**src/rtl/idli_decode_ser_m.sv**
```systemverilog
// Serial instruction decoder for the idli core.
// Assembles an instruction word from LSB-first lane beats, optionally collects
// a trailing immediate word, decodes the ALU op and holds the result on a
// valid/ready handshake until the execute stage takes it.
module idli_decode_ser_m #(
  parameter int LANE_W  = 4,
  parameter int INSTR_W = 16,
  parameter bit IMM_EN  = 1'b1
) (
  input  logic               i_dcd_gck,
  input  logic               i_dcd_rst_n,
  input  logic               i_dcd_flush,
  input  logic [LANE_W-1:0]  i_dcd_enc,
  input  logic               i_dcd_enc_vld,
  output logic               o_dcd_enc_rdy,
  output logic               o_dcd_vld,
  input  logic               i_dcd_rdy,
  output logic [INSTR_W-1:0] o_dcd_word,
  output logic [INSTR_W-1:0] o_dcd_imm,
  output logic               o_dcd_has_imm,
  output logic [1:0]         o_dcd_alu_op
);

  localparam int N     = INSTR_W / LANE_W;
  localparam int CNT_W = (N > 1) ? $clog2(N) : 1;
  localparam logic [CNT_W-1:0] LAST_IDX = CNT_W'(N - 1);

  typedef enum logic [1:0] {
    WORD = 2'd0,
    IMM  = 2'd1,
    HOLD = 2'd2
  } state_t;

  state_t             state_reg, state_next;
  logic [CNT_W-1:0]   cnt_reg, cnt_next;
  logic [INSTR_W-1:0] word_reg, word_next;
  logic [INSTR_W-1:0] imm_reg, imm_next;
  logic               has_imm_reg, has_imm_next;
  logic [1:0]         alu_reg, alu_next;
  logic               vld_reg, vld_next;

  // Word/immediate images with the incoming beat already merged in, so the
  // final-beat decode sees the complete word in the same cycle.
  logic [INSTR_W-1:0] word_asm;
  logic [INSTR_W-1:0] imm_asm;
  logic               accept;
  logic               last_beat;
  logic               asm_has_imm;

  // Beats are only taken while collecting; HOLD stalls the serial input.
  assign o_dcd_enc_rdy = (state_reg != HOLD);
  assign accept        = i_dcd_enc_vld && o_dcd_enc_rdy;
  assign last_beat     = (cnt_reg == LAST_IDX);
  assign asm_has_imm   = IMM_EN && (word_asm[4:2] == 3'b111);

  // Per-lane slice merge: only the lane selected by the beat counter can take
  // i_dcd_enc, so an idle/garbage input never reaches the stored words.
  for (genvar gi = 0; gi < N; gi++) begin : g_lane
    logic lane_hit;
    assign lane_hit = accept && (cnt_reg == CNT_W'(gi));
    assign word_asm[gi*LANE_W +: LANE_W] = (lane_hit && state_reg == WORD) ?
                                           i_dcd_enc : word_reg[gi*LANE_W +: LANE_W];
    assign imm_asm[gi*LANE_W +: LANE_W]  = (lane_hit && state_reg == IMM) ?
                                           i_dcd_enc : imm_reg[gi*LANE_W +: LANE_W];
  end

  // ALU op: only class 10 carries a real op, selected by word[7:5].
  function automatic logic [1:0] decode_alu(input logic [INSTR_W-1:0] w);
    logic [1:0] op;
    op = 2'd0;
    if (w[1:0] == 2'b10) begin
      case (w[7:5])
        3'b010, 3'b011: op = 2'd1;
        3'b100:         op = 2'd2;
        3'b101:         op = 2'd3;
        default:        op = 2'd0;
      endcase
    end
    return op;
  endfunction

  // State and datapath registers; asynchronous clear to the idle decode state.
  always_ff @(posedge i_dcd_gck or negedge i_dcd_rst_n) begin
    if (!i_dcd_rst_n) begin
      state_reg   <= WORD;
      cnt_reg     <= '0;
      word_reg    <= '0;
      imm_reg     <= '0;
      has_imm_reg <= 1'b0;
      alu_reg     <= 2'd0;
      vld_reg     <= 1'b0;
    end else begin
      state_reg   <= state_next;
      cnt_reg     <= cnt_next;
      word_reg    <= word_next;
      imm_reg     <= imm_next;
      has_imm_reg <= has_imm_next;
      alu_reg     <= alu_next;
      vld_reg     <= vld_next;
    end
  end

  // Next-state and datapath update; flush overrides every other event.
  always_comb begin
    state_next   = state_reg;
    cnt_next     = cnt_reg;
    word_next    = word_reg;
    imm_next     = imm_reg;
    has_imm_next = has_imm_reg;
    alu_next     = alu_reg;
    vld_next     = vld_reg;

    if (i_dcd_flush) begin
      state_next   = WORD;
      cnt_next     = '0;
      vld_next     = 1'b0;
      has_imm_next = 1'b0;
    end else begin
      case (state_reg)
        WORD: begin
          if (accept) begin
            word_next = word_asm;
            cnt_next  = last_beat ? '0 : cnt_reg + 1'b1;
            if (last_beat) begin
              imm_next     = '0;
              has_imm_next = asm_has_imm;
              alu_next     = decode_alu(word_asm);
              if (asm_has_imm) begin
                state_next = IMM;
              end else begin
                state_next = HOLD;
                vld_next   = 1'b1;
              end
            end
          end
        end
        IMM: begin
          if (accept) begin
            imm_next = imm_asm;
            cnt_next = last_beat ? '0 : cnt_reg + 1'b1;
            if (last_beat) begin
              state_next = HOLD;
              vld_next   = 1'b1;
            end
          end
        end
        HOLD: begin
          if (i_dcd_rdy) begin
            state_next = WORD;
            vld_next   = 1'b0;
          end
        end
        default: begin
          state_next = WORD;
          cnt_next   = '0;
          vld_next   = 1'b0;
        end
      endcase
    end
  end

  assign o_dcd_vld     = vld_reg;
  assign o_dcd_word    = word_reg;
  assign o_dcd_imm     = imm_reg;
  assign o_dcd_has_imm = has_imm_reg;
  assign o_dcd_alu_op  = alu_reg;

endmodule
```
**config.mk**
```make
export PLATFORM = sky130hd
export DESIGN_NAME = idli_decode_ser_m
export DESIGN_NICKNAME = d
export VERILOG_FILES = /design/src/rtl/idli_decode_ser_m.sv
export SDC_FILE = /design/constraint.sdc
export NUM_CORES = 1
export LEC_CHECK = 0
export ABC_AREA = 1
export CORE_MARGIN = 2
export CORE_UTILIZATION = 45
export CTS_CLUSTER_SIZE = 8
export DETAILED_ROUTE_END_ITERATION = 7
export PLACE_DENSITY = 0.77
export SLEW_MARGIN = 10
export SYNTH_ARGS = -nofsm -noshare
export SYNTH_HDL_FRONTEND = slang
export SYNTH_SLANG_ARGS = --single-unit
```
**constraint.sdc**
```tcl
create_clock -name i_dcd_gck -period 1.8 [get_ports i_dcd_gck]
set_input_delay 0.27 -clock i_dcd_gck [delete_from_list [all_inputs] [get_ports i_dcd_gck]]
set_output_delay 0.27 -clock i_dcd_gck [all_outputs]
set_load 0.005 [all_outputs]
```
# --- After elaboration in Yosys (flattened, before gate mapping) ---
# Cells that the tools add are included.
totals:
  ff_bits: 40
  inputBits: 9
  out_inout_bits: 37
  wordCells: 110
op_classes:
  eq_ne: 27
  n_reduce_logical: 33
  muxes: 36
  n_bitwise: 1
  add_sub_neg: 1
ops:
  columns: ["operator", "count"]
  rows:
  - ["16-bit two-way mux", 3]
  - ["16-bit one-hot mux with 2 select lines", 1]
  - ["6-bit AND reduction", 5]
  - ["4-bit two-way mux", 6]
  - ["2-bit two-way mux", 11]
  - ["3-bit inequality test, second input constant", 6]
  - ["1-bit logical AND", 13]
  - ["2-bit one-hot mux with 3 select lines", 2]
  - ["4-bit AND reduction", 3]
  - ["1-bit two-way mux", 11]
  - ["2-bit inequality test, second input constant", 5]
  - ["3-bit equality test, second input constant", 3]
  - ["2-bit equality test, second input constant", 4]
  - ["2-bit by 1-bit inequality test with 1-bit output, second input constant", 4]
  - ["2-bit nonzero test", 4]
  - ["3-bit by 2-bit equality test with 1-bit output, second input constant", 2]
  - ["3-bit AND reduction", 2]
  - ["5-bit AND reduction", 1]
  - ["2-bit by 1-bit equality test with 1-bit output, second input constant", 2]
  - ["2-bit zero test", 2]
  - ["2-bit one-hot mux with 2 select lines", 1]
  - ["2-bit OR reduction", 2]
  - ["3-bit by 1-bit inequality test with 1-bit output, second input constant", 1]
  - ["1-bit one-hot mux with 3 select lines", 1]
  - ["other kinds (3)", 3]

# --- Logic depth before layout (Yosys ltp) ---
# Gate-level depths: netlist of the first run.
logic_depth:
  ltp_word: 11
  depth_mapped: 10
  depth_no_buf: 10

# --- Least setup slack after synthesis of the first run ---
# No wires, ideal clock.
synth_path:
  path_type: "reg-to-reg"
  start: "register cnt_reg[0]"
  end: "register vld_reg, in the netlist o_dcd_vld"
  t_arrival_ns: 1.371
  required_time_ns: 1.679
  period_less_slack_ns: 1.492
  setup_ns: 0.121
  path_slack_ns: 0.308
  path_buffers: 0
  stages_incl_launch_ff: 10
  cell_sequence: "dfrtp_1 > inv_1 > ha_1 > nand4_4 > nand2_1 > o21ai_0 > nor2_1 > nand2_1 > o21ai_1 > nand2_1"
synth_between:
  elab_chain_cells: 7
  word_cells_on_any_way: 14
  cone_classes: "eq/ne (6); mux (2); reduce/logical (6)"
synth_lines:
  columns: ["element", "line_no", "rtl"]
  rows:
  - ["start, declared", "35", "logic [CNT_W-1:0] cnt_reg, cnt_next;"]
  - ["start signal, assigned", "94", "cnt_reg <= cnt_next;"]
  - ["2-bit by 1-bit equality test with 1-bit output or 2-bit zero test (tied branches)", "60", "assign lane_hit = accept && (cnt_reg == CNT_W'(gi));"]
  - ["1-bit logical AND", "60", null]
  - ["1-bit logical AND", "61", "assign word_asm[gi*LANE_W +: LANE_W] = (lane_hit && state_reg == WORD) ?"]
  - ["4-bit two-way mux", "61", null]
  - ["3-bit equality test", "54", "assign asm_has_imm = IMM_EN && (word_asm[4:2] == 3'b111);"]
  - ["3-bit inequality test (no line)", null, null]
  - ["6-bit AND reduction (no line) (*)", null, null]
  - ["end signal, assigned", "99", "vld_reg <= vld_next;"]
  - ["end, declared", "40", "logic vld_reg, vld_next;"]
# Mark *: on every way between the ends. The rest lies on a longest branch, timed or not.
# A chain may end at the register's enable or synchronous reset.

# --- Worst setup path in the final report of the first run ---
layout_path:
  start: "register state_reg[0]"
  end: "output o_dcd_enc_rdy"
layout_between:
  elab_chain_cells: 1
layout_lines:
  columns: ["element", "line_no", "rtl"]
  rows:
  - ["start, declared", "34", "state_t state_reg, state_next;"]
  - ["start signal, assigned", "93", "state_reg <= state_next;"]
  - ["2-bit inequality test", "51", "assign o_dcd_enc_rdy = (state_reg != HOLD);"]
  - ["end, declared", "15", "output logic o_dcd_enc_rdy,"]
# No other way between the ends.

==> run_results.csv, run 1 <==
group,metric,value,unit
outcome,status,"completed",
placement,dp_hpwl,3.00,mm
critical_path,end_kind,"output port",
critical_path,cp_max_fo,6,
finish,final.fill_count,345,
finish,diodes,0,
logic_synthesis,synthArstFlopShare,100,%
clocking,cts_buffers,5,
clocking,cts_root_buf,"clkbuf_8",
floorplan,start_util,46.2,%
global_route,grt_max_degree,41,
min_path,min_path_type,"in2async",
critical_path,cp_data_required_time,1.53,ns
clocking,htreeDepth,2,
critical_path,start_kind,"flip-flop",
power,max-vdd-ir-drop,0.676,mV
global_route,antenna_found_initial,0,
placement,io_buffers,45,
finish,fin_nets,277,
sta,finClkSkew,0.00587,ns
sta,hold_violations,0,
floorplan,fp.dieW,67.8,µm
critical_path,crit_family,"buffers and inverters",
sta,worst_pin_slew,0.501,ns
logic_synthesis,yosys.area.top_type,"dfrtp_1",
floorplan,core-area,3970,µm²
finish,multiInputGateArea,737,µm²
logic_synthesis,synth-main-ff-cell,"dfrtp_1",
power,p_leak,1.15,nW
clocking,worstSkewPairLatency,0.29,ns
route,dr.pass1.iters,4,
sta,setup_viol,0,
clocking,tritoncts,"done",
critical_path,r2r_setup_slack,0.15,ns
logic_synthesis,syn_nets,221,
logic_synthesis,synth.avg_cell_area,8.82,µm²
critical_path,cp_num_buf_inv,2,
power,powerDensity,1390,nW/µm²
clocking,clk_pin_slew,0.08,ns
route,final_antenna_net_count,0,
sta,fmax,571,MHz
route,drt_wl_total,4.11,mm
logic_synthesis,synthCells,208,
floorplan,num_rows,23,
global_route,first_global_vias,1464,
logic_synthesis,synthTopCellsByArea,"dfrtp_1, nand2_1, o21ai_0, inv_1, nor2_1",
logic_synthesis,yosysMostFrequentCell,"nand2_1",
floorplan,ios,46,
route,post_drt_wl_per_cell,13.1,µm
global_route,grt_pass1_wl,6.64,mm
route,vias,1597,
finish,instances_no_fill,314,
critical_path,regToRegEndpoint,"state_reg[1]$_DFFE_PN0P_",
logic_synthesis,syn-cell-area,1830,µm²
global_route,grt_remaining_overflow,0,
sta,relSlewSlack,66.6,%
logic_synthesis,seq_area_frac_synth,54.6,%
route,viasPerCell,5.09,
placement,dpl.cell_count,307,
critical_path,path_cells,"inv_2, nand2_2, clkdlybuf4s50_1",
finish,drive_above_1_share,11.7,%
logic_synthesis,synth-edff-count,0,
placement,place_congestion,0.826,
sta,slew_viol_final,0,
clocking,cts.sinks,40,
finish,area_delta_synth_final,37.1,%
critical_path,rr_startpoint,"cnt_reg[0]$_DFFE_PN0P_",
floorplan,dieArea,4600,µm²
clocking,clockBufferDepth,2,
finish,post-route-util,63.3,%
sta,rsz0062_at_grt,"false",
critical_path,worstRegToRegCells,9,
logic_synthesis,ys_types,25,
critical_path,critPathKind,"reg2out",
job,cap_viol_max_count,0,
finish,regArea,1000,µm²
logic_synthesis,yosysWarnings,0,
critical_path,cp.arrival,1.48,ns
critical_path,crit_slowest_cell,"clkdlybuf4s50_1",
critical_path,max_stage_delay,0.46,ns
logic_synthesis,synth_commonest_cells,"nand2_1, dfrtp_1, o21ai_0, inv_1, nor2_1",
sta,post-route-min-period,1.75,ns
logic_synthesis,synth_top_area_share,54.6,%
logic_synthesis,ys_ff_latch,40,
global_route,grt_usage,19.6,%
sta,post-route-period-util,97.2,%
route,drc,0,
clocking,ctsHoldBuffers,0,
route,drtIter0Drc,123,
floorplan,chipHeight,67.8,µm
through the flow:
step           TNS, ns  instance area, µm²  hold WS [ns]  worst slack [ns]  power (mW)
6_report             0                2510        0.0116            0.0502        3.50
5_1_grt              0                2510        0.0838          0.000652        3.74
4_1_cts              0                2500        0.0350            0.0274        3.52
3_5_place_dp   -0.0982                2370         0.353           -0.0541        2.66
3_3_place_gp         0                2370         0.351            0.0278        2.62
2_1_floorplan        0                1830       -0.0256             0.308        1.91
final cells by class:
class / instances / share of cell area, %
sequential: 40 / 39.9
multi-input combinational: 141 / 29.3
timing repair buffer: 51 / 19.5
inverter: 25 / 3.73
clock buffer: 5 / 2.74
tap: 50 / 2.49
clock inverter: 2 / 2.39
where the power goes:
part	total (mW)	internal, mW	switching (mW)	leakage, nW
clock network	0.851	0.546	0.305	0.0642
logic	1.26	0.732	0.524	0.562
registers	1.40	1.20	0.201	0.525
total	3.50	2.47	1.03	1.15
worst max path at each step:
stage                     depth (start not counted)               endpoint  slack, ns                startpoint
after floorplan                                   9  o_dcd_vld$_DFFE_PN0P_       0.31    cnt_reg[0]$_DFFE_PN0P_
after global placement                            7  o_dcd_vld$_DFFE_PN0P_       0.03             i_dcd_enc_vld
after detailed placement                          9  o_dcd_vld$_DFFE_PN0P_      -0.05             i_dcd_enc_vld
after CTS                                         3          o_dcd_enc_rdy       0.03  state_reg[0]$_DFFE_PN0P_
after global routing                              3          o_dcd_enc_rdy     0.0007  state_reg[0]$_DFFE_PN0P_
final                                             3          o_dcd_enc_rdy       0.05  state_reg[0]$_DFFE_PN0P_
layer usage:
layer	GRT usage (%)	share of wire, %	vias up
li1	-	-	787
met5	0	0	-
met4	6.75	1.5	0
met3	6.25	5.2	7
met1	25.0	44	761
met2	31.6	49	42
kinds of logic (layout without fill, tap and decap cells):
group,count (synthesis),after routing,synth area share (%)
compound gates,52,52,15.6
fa+ha+maj,4,4,2.73
buf+inv,27,83,5.80
flops,40,40,54.6
simple gates,85,85,21.3
layout by cell type (no fill, tap or decap), drive strengths merged:
cell type,count
nand2,61
clkdlybuf4s50,44
dfrtp,40
o21ai,38
inv,25
nor2,14
a21oi,7
buf,7
clkbuf,5
o21a,4
ha,4
nand4,3
nand3,3
bufinv,2
nor3,2
o2111a,1
or2,1
nand3b,1
o22ai,1
a31oi,1
worst register-to-register path: stages (launching register included):
cell and delay (ns):
dfrtp_1 0.40, inv_1 0.13, ha_2 0.23, nand4_4 0.12
nand2_1 0.07, o21ai_0 0.10, nor2_1 0.15, nand2_1 0.12
o21ai_2 0.15, nand2_1 0.07
timing repair:
item	CTS	global route
gates resized for setup	0	4
endpoints found under the setup margin	0	4
setup buffers	0	0
Note: power is estimated with default switching activity, not from simulation.
==> run 2, diff against run 1 <==
- CTS_BUF_LIST: not set -> sky130_fd_sc_hd__clkbuf_4
- GPL_TIMING_DRIVEN: not set -> 1
- MAX_ROUTING_LAYER: not set -> met4
==> run 2 against run 1 <==
Compared with the run above: utilization shrank 0.31 points; cell count rose by 0.64%; non-clock buffer count grew 2; combinational power about the same; critical endpoint unchanged; critical path type unchanged; die area unchanged; register-to-register slack barely moved.
==> run_results.csv, run 2 (synthesized netlist as in run 1, its figures left out) <==
group,metric,value,unit
critical_path,regToRegEndpoint,"state_reg[1]$_DFFE_PN0P_",
critical_path,rr_startpoint,"cnt_reg[1]$_DFFE_PN0P_",
placement,dp_hpwl,3.00,mm
clocking,cts_root_buf,"clkbuf_4",
finish,area_delta_synth_final,36.4,%
finish,diodes,0,
power,p_comb_share,37.6,%
critical_path,crit_slowest_cell,"clkdlybuf4s50_1",
power,powerDensity,1350,nW/µm²
job,cap_viol_max_count,0,
finish,fin_nets,279,
critical_path,cp_data_required_time,1.53,ns
global_route,first_global_vias,1447,
placement,io_buffers,45,
floorplan,fp.dieW,67.8,µm
route,vias,1606,
placement,dpl.cell_count,307,
finish,layout_commonest_cell,"nand2_1",
route,drtIter0Drc,127,
global_route,grt_remaining_overflow,0,
critical_path,max_stage_delay,0.52,ns
floorplan,start_util,46.2,%
critical_path,cp.arrival,1.50,ns
route,final_antenna_net_count,0,
sta,worst_pin_slew,0.499,ns
floorplan,ios,46,
placement,place_congestion,0.838,
power,internal_power,2.36,mW
floorplan,chipHeight,67.8,µm
clocking,cts_buffers,5,
finish,drive_above_1_share,12.0,%
power,seqPwrFrac,41.2,%
route,post_drt_wl_per_cell,13.2,µm
power,clock_power_share,21.2,%
critical_path,cp_max_fo,6,
critical_path,start_kind,"flip-flop",
global_route,grt_max_degree,41,
critical_path,r2r_setup_slack,0.16,ns
power,total_power,3.37,mW
critical_path,startpoint,"state_reg[0]$_DFFE_PN0P_",
critical_path,path_cells,"inv_4, nand2_2, clkdlybuf4s50_1",
sta,fmax,564,MHz
finish,final_cell_mix,"nand2_1, clkdlybuf4s50_1, dfrtp_1",
global_route,antenna_found_initial,0,
clocking,htreeDepth,2,
global_route,grt_usage,20.0,%
sta,post-route-period-util,98.5,%
finish,instances_no_fill,316,
sta,slew_viol_final,0,
outcome,status,"completed",
critical_path,critPathKind,"reg2out",
floorplan,dieArea,4600,µm²
sta,whs,0.490,ns
sta,post-route-min-period,1.77,ns
clocking,worstSkewPairLatency,0.35,ns
critical_path,end_kind,"output port",
floorplan,core-area,3970,µm²
floorplan,num_rows,23,
sta,hold_violations,0,
clocking,clockBufferDepth,2,
critical_path,worstRegToRegCells,9,
power,p_leak,1.15,nW
sta,finClkSkew,0.0103,ns
power,p_sw_share,30.1,%
sta,setup_viol,0,
global_route,grt_pass1_wl,6.66,mm
placement,dp_slack,-0.0541,ns
clocking,cts.sinks,40,
clocking,tritoncts,"done",
route,drc,0,
route,viasPerCell,5.08,
power,max-vdd-ir-drop,0.819,mV
sta,setup_slack,0.0268,ns
sta,relSlewSlack,66.7,%
power,p_sw,1.02,mW
route,dr.pass1.iters,5,
min_path,min_path_type,"in2async",
route,drt_wl_total,4.17,mm
clocking,clk_pin_slew,0.11,ns
[run 2: power groups by stage]
stage               registers, mW  logic [mW]  clock network (mW)
finish                       1.39        1.27               0.715
global route                 1.42        1.42               0.759
CTS                          1.39        1.27               0.722
detailed placement           1.41        1.25                   0
global placement             1.41        1.21                   0
floorplan                    1.41       0.501                   0
[run 2: worst max-delay path by stage]
stage,cells after the start,endpoint,slack [ns]
2_1_floorplan,9,o_dcd_vld$_DFFE_PN0P_,0.31
3_3_place_gp,7,o_dcd_vld$_DFFE_PN0P_,0.03
3_5_place_dp,9,o_dcd_vld$_DFFE_PN0P_,-0.05
4_1_cts,3,o_dcd_enc_rdy,0.04
5_1_grt,3,o_dcd_enc_rdy,-0.02
6_report,3,o_dcd_enc_rdy,0.03
[run 2: layer usage]
metal	track usage (%)	vias to the layer above	part of all wire, %
met1	25.9	759	45
met4	6.75	0	2.4
met2	31.9	46	48
met5	-	-	0
li1	-	789	-
met3	3.95	12	4.6
[run 2: final cells by class]
| type | count | area, µm² |
|---|---|---|
| flip-flops and latches | 40 | 1000 |
| inverters | 25 | 96.3 |
| well taps | 50 | 62.6 |
| fillers | 348 | 1470 |
| clock buffers | 5 | 37.5 |
| clock inverters | 2 | 60.1 |
| multi-input cells | 141 | 737 |
| repair buffers | 53 | 508 |
[run 2: worst max-delay path, delay by kind of cell (launching register included)]
| family | cells | cell delay [ns] |
|---|---|---|
| buffers and inverters | 2 | 0.60 |
| DFF | 1 | 0.44 |
| and+or+nand+nor | 1 | 0.12 |
[run 2: what timing repair did]
| action | in CTS | in global routing |
|---|---|---|
| endpoints found under the setup margin | 1 | 6 |
| hold buffers | 1 | 0 |
| resized for setup | 0 | 5 |
| setup buffers | 1 | 0 |
| pin swaps | 0 | 0 |
| endpoints found under the hold margin | 40 | 0 |
[run 2: per-stage QoR]
step | area [µm²] | TNS, ns | utilization, %
floorplan | 1830 | 0 | -
global placement | 2370 | 0 | 59.8
detailed placement | 2370 | -0.0982 | 59.8
CTS | 2490 | 0 | 62.7
global route | 2500 | -0.0193 | 63.0
finish | 2500 | 0 | 63.0
==> run 3, diff against run 2 <==
- CORE_MARGIN: 2 -> not set
==> run 3 against run 2 <==
Compared with the run above: final area grew 0.30%; routed wire length decreased by 6.0%; register-to-register slack worse by 0.02 ns; fmax rose by 3.3%; die area down 5.8%; first-iteration DRC count shrank 26%; largest cell class unchanged; largest power group unchanged.
==> run_results.csv, run 3 (synthesized netlist as in run 1, its figures left out) <==
group,metric,value,unit
critical_path,crit_slowest_cell,"clkdlybuf4s50_1",
critical_path,critPathKind,"reg2out",
floorplan,start_util,48.6,%
route,final_antenna_net_count,0,
outcome,status,"completed",
power,p_comb_share,38.9,%
finish,fin_nets,280,
power,internal_power,2.24,mW
min_path,min_path_type,"in2async",
clocking,tritoncts,"done",
critical_path,worstRegToRegCells,9,
power,max-vdd-ir-drop,0.791,mV
route,dr.pass1.iters,4,
floorplan,core-area,3770,µm²
critical_path,end_kind,"output port",
power,powerDensity,1290,nW/µm²
route,drc,0,
floorplan,num_rows,22,
route,vias,1557,
global_route,grt_usage,21.3,%
finish,drive_above_1_share,11.2,%
critical_path,rr_startpoint,"cnt_reg[0]$_DFFE_PN0P_",
global_route,grt_pass1_wl,6.75,mm
power,p_leak,1.16,nW
finish,diodes,0,
power,seqPwrFrac,42.8,%
clocking,cts.sinks,40,
sta,relSlewSlack,72.6,%
clocking,clk_pin_slew,0.11,ns
route,viasPerCell,4.93,
critical_path,cp_max_fo,6,
route,post_drt_wl_per_cell,12.4,µm
global_route,grt_remaining_overflow,0,
critical_path,cp.arrival,1.45,ns
power,clock_power_share,18.2,%
job,cap_viol_max_count,0,
sta,worst_pin_slew,0.411,ns
global_route,first_global_vias,1504,
critical_path,path_cells,"inv_4, nand2_4, clkdlybuf4s50_1",
placement,io_buffers,45,
clocking,cts_buffers,5,
power,p_sw,1.00,mW
finish,final_cell_mix,"nand2_1, clkdlybuf4s50_1, dfrtp_1",
sta,post-route-min-period,1.72,ns
placement,place_congestion,0.878,
critical_path,regToRegEndpoint,"o_dcd_vld$_DFFE_PN0P_",
sta,finalSetupTns,0,ns
clocking,worstSkewPairLatency,0.34,ns
floorplan,ios,46,
placement,dp_hpwl,3.00,mm
sta,rsz0062_at_grt,"false",
route,drtIter0Drc,94,
sta,slew_viol_final,0,
power,p_sw_share,30.9,%
critical_path,max_stage_delay,0.50,ns
sta,fmax,583,MHz
floorplan,fp.dieW,65.8,µm
critical_path,cp_data_required_time,1.53,ns
global_route,antenna_found_initial,0,
floorplan,chipHeight,65.8,µm
sta,post-route-period-util,95.3,%
route,drt_wl_total,3.92,mm
critical_path,r2r_setup_slack,0.14,ns
floorplan,dieArea,4340,µm²
clocking,cts_root_buf,"clkbuf_4",
finish,layout_commonest_cell,"nand2_1",
sta,setup_viol,0,
critical_path,start_kind,"flip-flop",
sta,finClkSkew,0.0102,ns
sta,whs,0.388,ns
clocking,clockBufferDepth,2,
global_route,grt_max_degree,25,
clocking,htreeDepth,2,
finish,area_delta_synth_final,36.8,%
sta,hold_violations,0,
run 3: worst max-delay path: cells and delay by family, from the launching register on:
kind                   cells  cell delay (ns)
AND/OR/NAND/NOR            1             0.09
buffers and inverters      2             0.58
flip-flops                 1             0.43
run 3: worst max path at each step:
stage / start / endpoint / slack (ns) / cells past startpoint
after detailed placement: i_dcd_enc_vld / o_dcd_vld$_DFFE_PN0P_ / 0.005 / 9
after floorplan: cnt_reg[0]$_DFFE_PN0P_ / o_dcd_vld$_DFFE_PN0P_ / 0.31 / 9
final: state_reg[0]$_DFFE_PN0P_ / o_dcd_enc_rdy / 0.08 / 3
after global placement: i_dcd_enc_vld / o_dcd_vld$_DFFE_PN0P_ / 0.05 / 9
after CTS: state_reg[0]$_DFFE_PN0P_ / o_dcd_enc_rdy / 0.02 / 3
after global routing: state_reg[0]$_DFFE_PN0P_ / o_dcd_enc_rdy / 0.02 / 3
run 3: power by group through the flow:
stage               sequential [mW]  combinational, mW  clock (mW)
floorplan                      1.41              0.501           0
global placement               1.40               1.22           0
detailed placement             1.41               1.25           0
CTS                            1.39               1.27       0.601
global route                   1.42               1.41       0.642
finish                         1.39               1.26       0.591
run 3: metal layers:
layer  up-vias  track usage [%]  wire length (µm)  part of all wire [%]
li1        795                -                 -                     -
met1       714             28.4              1830                    47
met2        44             32.3              1850                    47
met3         4             4.48               204                   5.2
met4         0             7.34                23                  0.59
met5         -                -                 0                     0
run 3: stage by stage:
step                      std cells  setup slack [ns]  util (%)  power, mW  area (µm²)
after CTS                       316            0.0247      66.4       3.26        2500
after global routing            316            0.0218      66.6       3.47        2510
after detailed placement        306           0.00550      63.8       2.66        2400
after floorplan                 208             0.308         -       1.91        1830
after global placement          306            0.0453      63.8       2.62        2400
final                           316            0.0841      66.6       3.24        2510
run 3: final cells by class:
cell class,count,area (µm²)
sequential,40,1000
clock buffer,6,45.0
clock inverter,2,35.0
fill,312,1260
timing repair buffer,54,541
multi-input combinational,141,732
tap,48,60.1
inverter,25,96.3
run 3: what timing repair did:
action,4_1_cts,5_1_grt
setup buffers,1,0
hold buffers,1,0
endpoints found under the hold margin,16,0
endpoints found under the setup margin,1,2
gates resized for setup,0,3
